**src/rtl/logic_op_fifo.sv**
```systemverilog
// logic_op_fifo
//   Registered bitwise logic unit with a DEPTH-entry output FIFO.
//   Each accepted operand pair is reduced by one of eight bitwise functions.
//   The result is queued together with its zero flag. Operand A may instead
//   come from an accumulator that always holds the most recent result.
//
// Ports
//   clk        rising-edge clock
//   rst_n      asynchronous active-low reset
//   in_valid   operand pair presented
//   in_ready   block can accept (FIFO not full)
//   a, b       operands (WIDTH bits)
//   op         operation select (3 bits)
//   acc_mode   take operand A from the accumulator
//   acc_clr    clear the accumulator (zero operand A when it coincides with a transfer)
//   out_valid  FIFO head valid (FIFO not empty)
//   out_ready  consumer takes head
//   out_data   FIFO head result
//   out_zero   FIFO head result is zero
//   level      FIFO occupancy
//
// Handshake: a transfer happens on a rising edge where valid && ready are
// both high. The producer must hold its payload stable until that edge.
// Ready never depends on valid on the same port. While the FIFO is full,
// a pop does not open a slot for a push in the same cycle.

module logic_op_fifo #(
  parameter int WIDTH = 8,
  parameter int DEPTH = 4
) (
  input  logic                       clk,
  input  logic                       rst_n,
  input  logic                       in_valid,
  output logic                       in_ready,
  input  logic [WIDTH-1:0]           a,
  input  logic [WIDTH-1:0]           b,
  input  logic [2:0]                 op,
  input  logic                       acc_mode,
  input  logic                       acc_clr,
  output logic                       out_valid,
  input  logic                       out_ready,
  output logic [WIDTH-1:0]           out_data,
  output logic                       out_zero,
  output logic [$clog2(DEPTH+1)-1:0] level
);

  localparam int LW = $clog2(DEPTH + 1);
  localparam int PW = (DEPTH > 1) ? $clog2(DEPTH) : 1;

  logic [WIDTH-1:0] mem   [DEPTH];
  logic             zflag [DEPTH];
  logic [PW-1:0]    wr_ptr;
  logic [PW-1:0]    rd_ptr;
  logic [LW-1:0]    cnt;
  logic [WIDTH-1:0] acc;
  logic [WIDTH-1:0] op_a;
  logic [WIDTH-1:0] result;
  logic             push;
  logic             pop;

  assign in_ready  = (cnt != LW'(DEPTH));
  assign out_valid = (cnt != '0);
  assign push      = in_valid && in_ready;
  assign pop       = out_valid && out_ready;
  assign level     = cnt;
  assign out_data  = mem[rd_ptr];
  assign out_zero  = zflag[rd_ptr];

  // A clear that coincides with an accumulate transfer zeroes the operand.
  // The stored accumulator then takes the new result.
  always_comb begin
    op_a = a;
    if (acc_mode) begin
      op_a = acc_clr ? '0 : acc;
    end
  end

  always_comb begin
    result = '0;
    case (op)
      3'b000:  result = op_a & b;
      3'b001:  result = op_a | b;
      3'b010:  result = ~op_a | ~b;
      3'b011:  result = ~(op_a | b);
      3'b100:  result = op_a ^ b;
      3'b101:  result = ~(op_a ^ b);
      3'b110:  result = ~op_a;
      3'b111:  result = op_a & ~b;
      default: result = '0;
    endcase
  end

  // Storage is reset as well, so the head never reads X after reset.
  // A zero head reports out_zero=1.
  always_ff @(posedge clk or negedge rst_n) begin
    if (!rst_n) begin
      for (int i = 0; i < DEPTH; i++) begin
        mem[i]   <= '0;
        zflag[i] <= 1'b1;
      end
    end else if (push) begin
      mem[wr_ptr]   <= result;
      zflag[wr_ptr] <= (result == '0);
    end
  end

  // DEPTH is a power of two, so the pointers wrap naturally.
  always_ff @(posedge clk or negedge rst_n) begin
    if (!rst_n) begin
      wr_ptr <= '0;
      rd_ptr <= '0;
      cnt    <= '0;
    end else begin
      if (push) wr_ptr <= wr_ptr + PW'(1);
      if (pop)  rd_ptr <= rd_ptr + PW'(1);
      case ({push, pop})
        2'b10:   cnt <= cnt + LW'(1);
        2'b01:   cnt <= cnt - LW'(1);
        default: cnt <= cnt;
      endcase
    end
  end

  always_ff @(posedge clk or negedge rst_n) begin
    if (!rst_n) begin
      acc <= '0;
    end else if (push) begin
      acc <= result;
    end else if (acc_clr) begin
      acc <= '0;
    end
  end

endmodule

```
**config.mk**
```make
export PLATFORM = sky130hd
export DESIGN_NAME = logic_op_fifo
export DESIGN_NICKNAME = d
export VERILOG_FILES = /design/src/rtl/logic_op_fifo.sv
export SDC_FILE = /design/constraint.sdc
export NUM_CORES = 1
export LEC_CHECK = 0
export BUFFER_PORTS_ARGS = -buffer_cell sky130_fd_sc_hd__buf_2
export CORE_UTILIZATION = 30
export CTS_CLUSTER_SIZE = 10
export DETAILED_ROUTE_END_ITERATION = 8
export GPL_TIMING_DRIVEN = 0
export PLACE_DENSITY = 0.53
export SLEW_MARGIN = 20
export SYNTH_ARGS = -nofsm -noshare
export SYNTH_HDL_FRONTEND = slang
export SYNTH_SLANG_ARGS = --single-unit
export TNS_END_PERCENT = 1
```
**constraint.sdc**
```tcl
create_clock -name clk -period 2.7 [get_ports clk]
set_input_delay 0.135 -clock clk [delete_from_list [all_inputs] [get_ports clk]]
set_output_delay 0.135 -clock clk [all_outputs]
set_load 0.1 [all_outputs]
```
## Word level (Yosys, flattened, before mapping)

Cells that the tools add are included.

| word-level totals | value |
|---|---|
| flip-flop bits (word level) | 51 |
| bits of input ports | 25 |
| output and inout bits | 14 |
| word-level logic and storage cells | 64 |

| operators by class | value |
|---|---|
| add/subtract/negate cells | 4 |
| $lt $le $gt $ge | 3 |
| equality and inequality tests | 10 |
| muxes and demuxes | 17 |
| bitwise logic cells | 11 |
| reduce and logical (&&, ||, !) cells | 7 |

Operators with widths:

| kind | count |
|---|---|
| 8-bit case mux with 8 select lines | 1 |
| 8-bit 2-to-1 mux | 6 |
| 32-bit bitwise mux | 1 |
| 8-bit inverter | 4 |
| 8-bit bitwise AND | 2 |
| 8-bit binary-select mux with 2-bit select | 1 |
| 8-bit demux with 2-bit select | 1 |
| 8-bit OR | 2 |
| 3-bit equality test, second input constant | 4 |
| 8-bit logical NOT | 1 |
| 8-bit XOR | 1 |
| 3-bit by 2-bit equality test with 1-bit output, second input constant | 2 |
| 3-bit >= comparator, second input constant | 2 |
| 2-bit inverter with 3-bit output | 2 |
| 3-bit case mux with 2 select lines | 1 |
| 2-bit by 1-bit adder with 2-bit output, second input constant | 2 |
| 4-bit bitwise mux | 1 |
| 3-bit by 1-bit adder with 3-bit output, second input constant | 1 |
| 3-bit by 1-bit equality test with 1-bit output, second input constant | 1 |
| 1-bit logical AND | 3 |
| 3-bit logical NOT | 1 |
| 3-bit by 1-bit < comparator with 1-bit output, second input constant | 1 |
| 1-bit 2-to-1 mux | 3 |
| 3-bit != test, second input constant | 1 |
| 7 further kinds | 7 |

## Longest topological paths before layout

Gate-level depths: netlist of the first run.

| depth | value |
|---|---|
| depth in word-level cells | 7 |
| gate-level depth with buffers | 12 |
| gate-level depth less buffers | 10 |

## Worst setup path after synthesis of the first run

OpenSTA, ideal clock, no wires.

| timing | value |
|---|---|
| path kind | register to register |
| start | reg cnt[2], in the netlist level[2] |
| end | reg cnt[2], in the netlist level[2] |
| library setup time | 0.162 ns |
| arrival time | 4.044 ns |
| data required time | 2.538 ns |
| slack | -1.507 ns |
| cell stages (with the launch flop) | 12 |
| clock period less this slack | 4.207 ns |
| cell sequence | dfrtp_1 -> nand3_1 -> and2_1 -> clkbuf_1 -> inv_1 -> clkbuf_1 -> ha_1 -> inv_1 -> fa_1 -> xor2_1 -> nor2_1 -> xor2_1 |

| between the ends | value |
|---|---|
| cells in the longest elaborated chain, start to end | 4 |
| elaborated cells on any way between the ends | 10 |
| those cells by class | add/sub: 2; eq/ne: 3; mux: 1; reduce/logical: 4 |

Ends and longest elaborated chain:

| what | line | RTL |
|---|---|---|
| from (decl) | 54 | `logic [LW-1:0] cnt;` |
| from (signal assigned) | 117 | `2'b10: cnt <= cnt + LW'(1);` |
| from (signal assigned) | 118 | `2'b01: cnt <= cnt - LW'(1);` |
| from (signal assigned) | 119 | `default: cnt <= cnt;` |
| 3-bit != test (*) | 61 | `assign in_ready = (cnt != LW'(DEPTH));` |
| net in_ready | 34 | `output logic in_ready,` |
| 1-bit logical AND (*) | 63 | `assign push = in_valid && in_ready;` |
| 2-bit by 1-bit equality test with 1-bit output / 2-bit equality test (equally long branches) | 116 | `case ({push, pop})` |
| 3-bit case mux with 2 select lines / 2-bit nonzero test (equally long branches) | -- |  |

Mark *: on every way through the listed nets, which the timed path passes. The rest lies on a longest branch.
A chain may end at the register's enable or synchronous reset.

## Final worst setup path of the first run

| timing | value |
|---|---|
| start | reg acc[4] |
| end | reg zflag[0] in the netlist's numbering |

| between the ends | value |
|---|---|
| cells in the longest elaborated chain, start to end | 7 |
| elaborated cells on any way between the ends | 13 |
| those cells by class | mux: 4; bitwise: 8; reduce/logical: 1 |

Ends and longest elaborated chain:

| what | line | RTL |
|---|---|---|
| from (decl) | 55 | `logic [WIDTH-1:0] acc;` |
| from (signal assigned) | 128 | `acc <= result;` |
| 8-bit 2-to-1 mux (*) | -- |  |
| 8-bit 2-to-1 mux (*) | 73 | `if (acc_mode) begin` |
| 8-bit XOR, or another cell as far along | 85, 86 |  |
| 8-bit inverter, or another cell as far along | 86 | `3'b101: result = ~(op_a ^ b);` |
| 8-bit case mux with 8 select lines (*) | 80 | `case (op)` |
| 8-bit logical NOT (*) | 103 | `zflag[wr_ptr] <= (result == '0);` |
| 4-bit bitwise mux (*) | 103 |  |
| to (signal, indexed assignment) | 103 |  |
| to (decl) | 51 | `logic zflag [DEPTH];` |

Every way passes the cells marked *; elsewhere a longest branch is shown, timed or not.

==> results of run 1 <==
[worst paths after layout]
kind	endpoint	slack [ns]	cells after the start
max	zflag[0]	0.20	8
min	rd_ptr[0]	0.20	3
max reg2reg	zflag[0]	0.20	8
min reg2reg	zflag[1]	0.48	2
max in group asynchronous	level[2]	1.80	2
min in group asynchronous	mem[5]	0.39	2
[what timing repair did]
action / 4_1_cts / 5_1_grt
hold endpoints to repair: 47 / 0
gates resized for setup: 0 / 2
endpoints found under the setup margin: 0 / 4
hold buffers: 1 / 0
setup buffers: 0 / 7
[metal layers]
metal,GRT usage,up-vias,wire (um)
li1,-,1183,-
met1,0.209,1185,3650
met2,0.267,36,3770
met3,0.0255,7,300
met4,0.0336,0,55
met5,0,-,0
[cell type report]
class                           count  area [um2]
Buffer                             16        85.1
Clock buffer                        5        68.8
Clock inverter                      3        46.3
Fill cell                         995        6180
Inverter                            8        37.5
Multi-Input combinational cell    223        1750
Sequential cell                    51        1290
Tap cell                          133         166
Timing Repair Buffer               43         240
[kinds of logic after synthesis]
group,count (synthesis),synth area share
muxes,16,0.0957
and+or+nand+nor,97,0.160
buffers and inverters,24,0.0308
adders and majority gates,20,0.0811
AOI/OAI and AO/OA,84,0.200
DFF,51,0.415
xor gates and xnor gates,6,0.0170
[power by group]
group | leakage (uW) | switching, uW | internal, uW
combinational | 0.000870 | 1770 | 666
sequential | 0.000633 | 168 | 1080
clock | 0.0000548 | 277 | 280
[state kept, by name, summed over array words and instances (netlist names)]
name,flops
zflag,4
wr_ptr,2
rd_ptr,2
mem,32
level,3
acc,8
[stage by stage]
step           utilization  total power (uW)  area (um2)
2_1_floorplan            -              3240        3140
4_1_cts              0.366              4240        3610
3_5_place_dp         0.354              3690        3490
3_3_place_gp         0.353              3650        3480
6_report             0.373              4240        3680
5_1_grt              0.373              4500        3680
[Yosys cell counts (4+ instances only)]
library cell | instances | share of area
a211oi_4 | 4 | 0.026
a2bb2oi_1 | 8 | 0.023
buf_2 | 4 | 0.0065
clkbuf_1 | 11 | 0.013
dfrtp_1 | 47 | 0.38
dfstp_2 | 4 | 0.034
ha_1 | 13 | 0.053
inv_1 | 8 | 0.0097
maj3_2 | 6 | 0.022
mux2_4 | 4 | 0.019
mux4_2 | 9 | 0.066
nand2_1 | 51 | 0.062
nand2b_1 | 8 | 0.016
nand3_1 | 7 | 0.011
nand3b_1 | 5 | 0.012
nor2_1 | 4 | 0.0049
nor2b_1 | 8 | 0.016
nor3b_1 | 6 | 0.015
o21ai_0 | 5 | 0.0081
o21ai_1 | 40 | 0.065
o221ai_1 | 7 | 0.020
o31a_1 | 8 | 0.023
o41ai_1 | 4 | 0.011
[worst max-delay path, cell delays in order (launching register included)]
cell	delay [ns]
dfrtp_1	0.38
and3b_1	0.17
or2_1	0.29
ha_1	0.31
a2bb2oi_1	0.13
o221ai_1	0.18
a211oi_4	0.43
nand3_1	0.14
o41ai_1	0.36
==> results.cfg, run 1 <==
[clocking]
htreeDepth = 2
root_buffer = clkbuf_8
cts_sinks = 51
clock_latency_ns = 0.31
clkTransAtPathRegs_ns = 0.09
cts_made_buffers = 5
cts_buffer_depth = 2
cts_tree = done

[yosys]
synthDistinctLibCells = 41
ys.flop_type = dfrtp_1
async_flop_share = 1.00
seq_area_frac_synth = 0.415
ys_ff_latch = 51
synth_cells = 298
syn-cell-area_um2 = 3090
synth_fp_nets = 337
syn_area_per_cell_um2 = 10.4
synth_edf_count = 0
yosys_warnings = 0

[global_routing]
grt_max_degree = 52
grt_pass1_vias = 2447
grtUsageTotal = 0.157
grt_pass1_wl_um = 12700
grt_overflow = 0
grt_antenna_before_repair = 0

[timing]
fmax_mhz = 400
fin_worst_skew_ns = 0.00793
hold-worst-slack_ns = 0.198
min_period_ns = 2.50
maxSlewViolCount = 0
rsz0062_at_grt = false
setup_viol = 0
finalCritPeriodShare = 0.926
finalSetupTns_ns = 0
hold_violations = 0
slew_headroom = 0.417
tightest_slew_ns = 0.875
setup_slack_ns = 0.200

[pwr]
leakage_uw = 0.00156
power.density_nw_per_um2 = 1150
peakVddDrop_v = 0.000867

[run_status]
status = finished, final reports clean

[floorplanning]
ios = 39
die_height_um = 103
core_um2 = 9860
die_area_um2 = 10700
start_util = 0.313
die_w_um = 103
row_count = 36

[placed_design]
place_inst = 466
pre_cts_slack_ns = 0.00759
gp_congestion = 0.734
hpwl_um = 5430
port_buffers = 35

[critical_path]
timing.critical_path.from = acc[4]
end_kind = register
critPathMaxFanout = 9
worstSetupPathType = register to register
crit_arrival_ns = 2.71
worstSetupStartpointType = register
required_ns = 2.91
regToRegStartpoint = acc[4]

[drt]
antenna_left = 0
wl_um = 7780
drcViolationCount = 0
post_drt_wl_per_cell_um = 16.1
dr_total_vias = 2411
drt_iter0_drc = 118
viasPerCell = 5.00
firstDrtPassIters = 4

[finish]
antennaDiodeCount = 0
drive_gt1_frac = 0.289
final_common_cell = nand2_1
area_growth_pct = 19.3
final_cell_mix = 51 x nand2_1, 44 x dfrtp_1, 40 x o21ai_1
nNetsFinal = 387
fin_cells = 482

[hold_path]
min_from = out_ready
worstHoldPathType = input port to register

[job]
max_cap_viol_count = 0
(Power assumes the default switching activity.)
==> inputs of run 2 (changes only) <==
==> constraint.sdc (replaced) <==
create_clock -name clk -period 2.45 [get_ports clk]
set_input_delay 0.1225 -clock clk [delete_from_list [all_inputs] [get_ports clk]]
set_output_delay 0.1225 -clock clk [all_outputs]
set_load 0.1 [all_outputs]
==> run 2 against run 1 <==
- first-iteration DRC count down 29%
- fmax up 6.4%
- routed wire length up 5.9%
- worst hold slack better by 0.030 ns
- critical path type unchanged
- largest cell class unchanged
==> results.cfg, run 2 (synthesis results as in run 1) <==
[pwr]
power.density_nw_per_um2 = 1230
peakVddDrop_v = 0.000948
leakage_uw = 0.00160
power_uw = 4650

[finish]
reg_top3 = mem x32, acc x8, zflag x4
fill_cells = 997
largest_reg_flops = 32
top_register = mem
area_growth_pct = 22.8
final_common_cell = nand2_1
antennaDiodeCount = 0
drive_gt1_frac = 0.340
final_cell_mix = 50 x nand2_1, 44 x dfrtp_1, 39 x o21ai_1
nNetsFinal = 391
post-route-util = 0.384

[timing]
fin_worst_skew_ns = 0.0102
min_period_ns = 2.35
setup_slack_ns = 0.100
hold-worst-slack_ns = 0.228
rsz0062_at_grt = true
maxSlewViolCount = 0
hold_violations = 0
fmax_mhz = 426
finalCritPeriodShare = 0.959
slew_headroom = 0.478
tightest_slew_ns = 0.782
setup_viol = 0

[critical_path]
worstSetupPathType = register to register
critPathMaxFanout = 6
end_kind = register
required_ns = 2.67
crit_arrival_ns = 2.57
worstSetupStartpointType = register

[clocking]
cts_made_buffers = 5
clock_latency_ns = 0.31
cts_buffer_depth = 2
cts_sinks = 51
cts_tree = done
clkTransAtPathRegs_ns = 0.09
htreeDepth = 2
root_buffer = clkbuf_8

[drt]
drcViolationCount = 0
antenna_left = 0
wl_um = 8230
post_drt_wl_per_cell_um = 16.9
firstDrtPassIters = 4
drt_iter0_drc = 84
viasPerCell = 5.10
dr_total_vias = 2480

[global_routing]
grt_pass1_vias = 2522
grt_antenna_before_repair = 0
grt_max_degree = 52
grt_overflow = 0
grt_pass1_wl_um = 13000
grtUsageTotal = 0.163

[floorplanning]
die_w_um = 103
row_count = 36
ios = 39
core_um2 = 9860
die_height_um = 103
start_util = 0.313
die_area_um2 = 10700

[placed_design]
port_buffers = 35
pre_cts_slack_ns = -0.250
gp_congestion = 0.801
hpwl_um = 5530

[run_status]
status = finished, final reports clean

[hold_path]
worstHoldPathType = input port to register

[job]
max_cap_viol_count = 0
==> run 2: worst paths after layout <==
path                       slack (ns)        end  cells past startpoint  startpoint
setup / recovery                 0.10   zflag[2]                      9      acc[7]
hold / removal                   0.23  rd_ptr[0]                      3   out_ready
setup reg to reg                 0.10   zflag[2]                      9      acc[7]
hold reg to reg                  0.49     mem[3]                      2      mem[3]
max in group asynchronous        1.55   level[1]                      2       rst_n
min in group asynchronous        0.36    mem[29]                      2       rst_n
==> run 2: per-layer routing <==
metal	track usage	share of wire
met1	0.217	0.46
met2	0.274	0.50
met3	0.0195	0.026
met4	0.0607	0.018
met5	0	0
==> run 2: final cells by class <==
type,count,area [um2],share of cell area
plain buffers,16,86.3,0.0228
repair buffers,47,274,0.0723
inverters,8,40.0,0.0106
multi-input cells,223,1840,0.487
flip-flops and latches,51,1290,0.341
clock buffers,6,72.6,0.0192
well taps,133,166,0.0439
clock inverters,2,12.5,0.00330
==> run 2: worst max-delay path, cell delays in order, from the launching register on <==
cell and delay (ns):
dfrtp_1 0.37, nor2b_1 0.14, mux2_4 0.30, ha_1 0.31, a2bb2oi_2 0.15, o221ai_2 0.13
a211oi_4 0.22, buf_4 0.18, nand4_4 0.15, o41ai_2 0.33
==> run 2: metrics by stage <==
stage | TNS [ns] | cells | area (um2)
after floorplan | -0.320 | 298 | 3160
after global placement | -0.646 | 466 | 3500
after detailed placement | -0.749 | 466 | 3500
after CTS | -0.00673 | 482 | 3690
after global routing | -0.107 | 486 | 3790
final | 0 | 486 | 3790
==> run 2: power by group <==
| part | leakage (uW) | switching [uW] | internal (uW) |
|---|---|---|---|
| Sequential | 0.000633 | 188 | 1190 |
| Clock | 0.0000412 | 296 | 201 |
| Combinational | 0.000927 | 1990 | 777 |
==> run 2: timing repair <==
item                                   in CTS  in global routing
gates resized for setup                     5                 15
buffers inserted                            7                  4
pin swaps                                   5                  8
setup endpoints to repair                   5                 12
endpoints found under the hold margin      47                  0
hold buffers                                1                  0
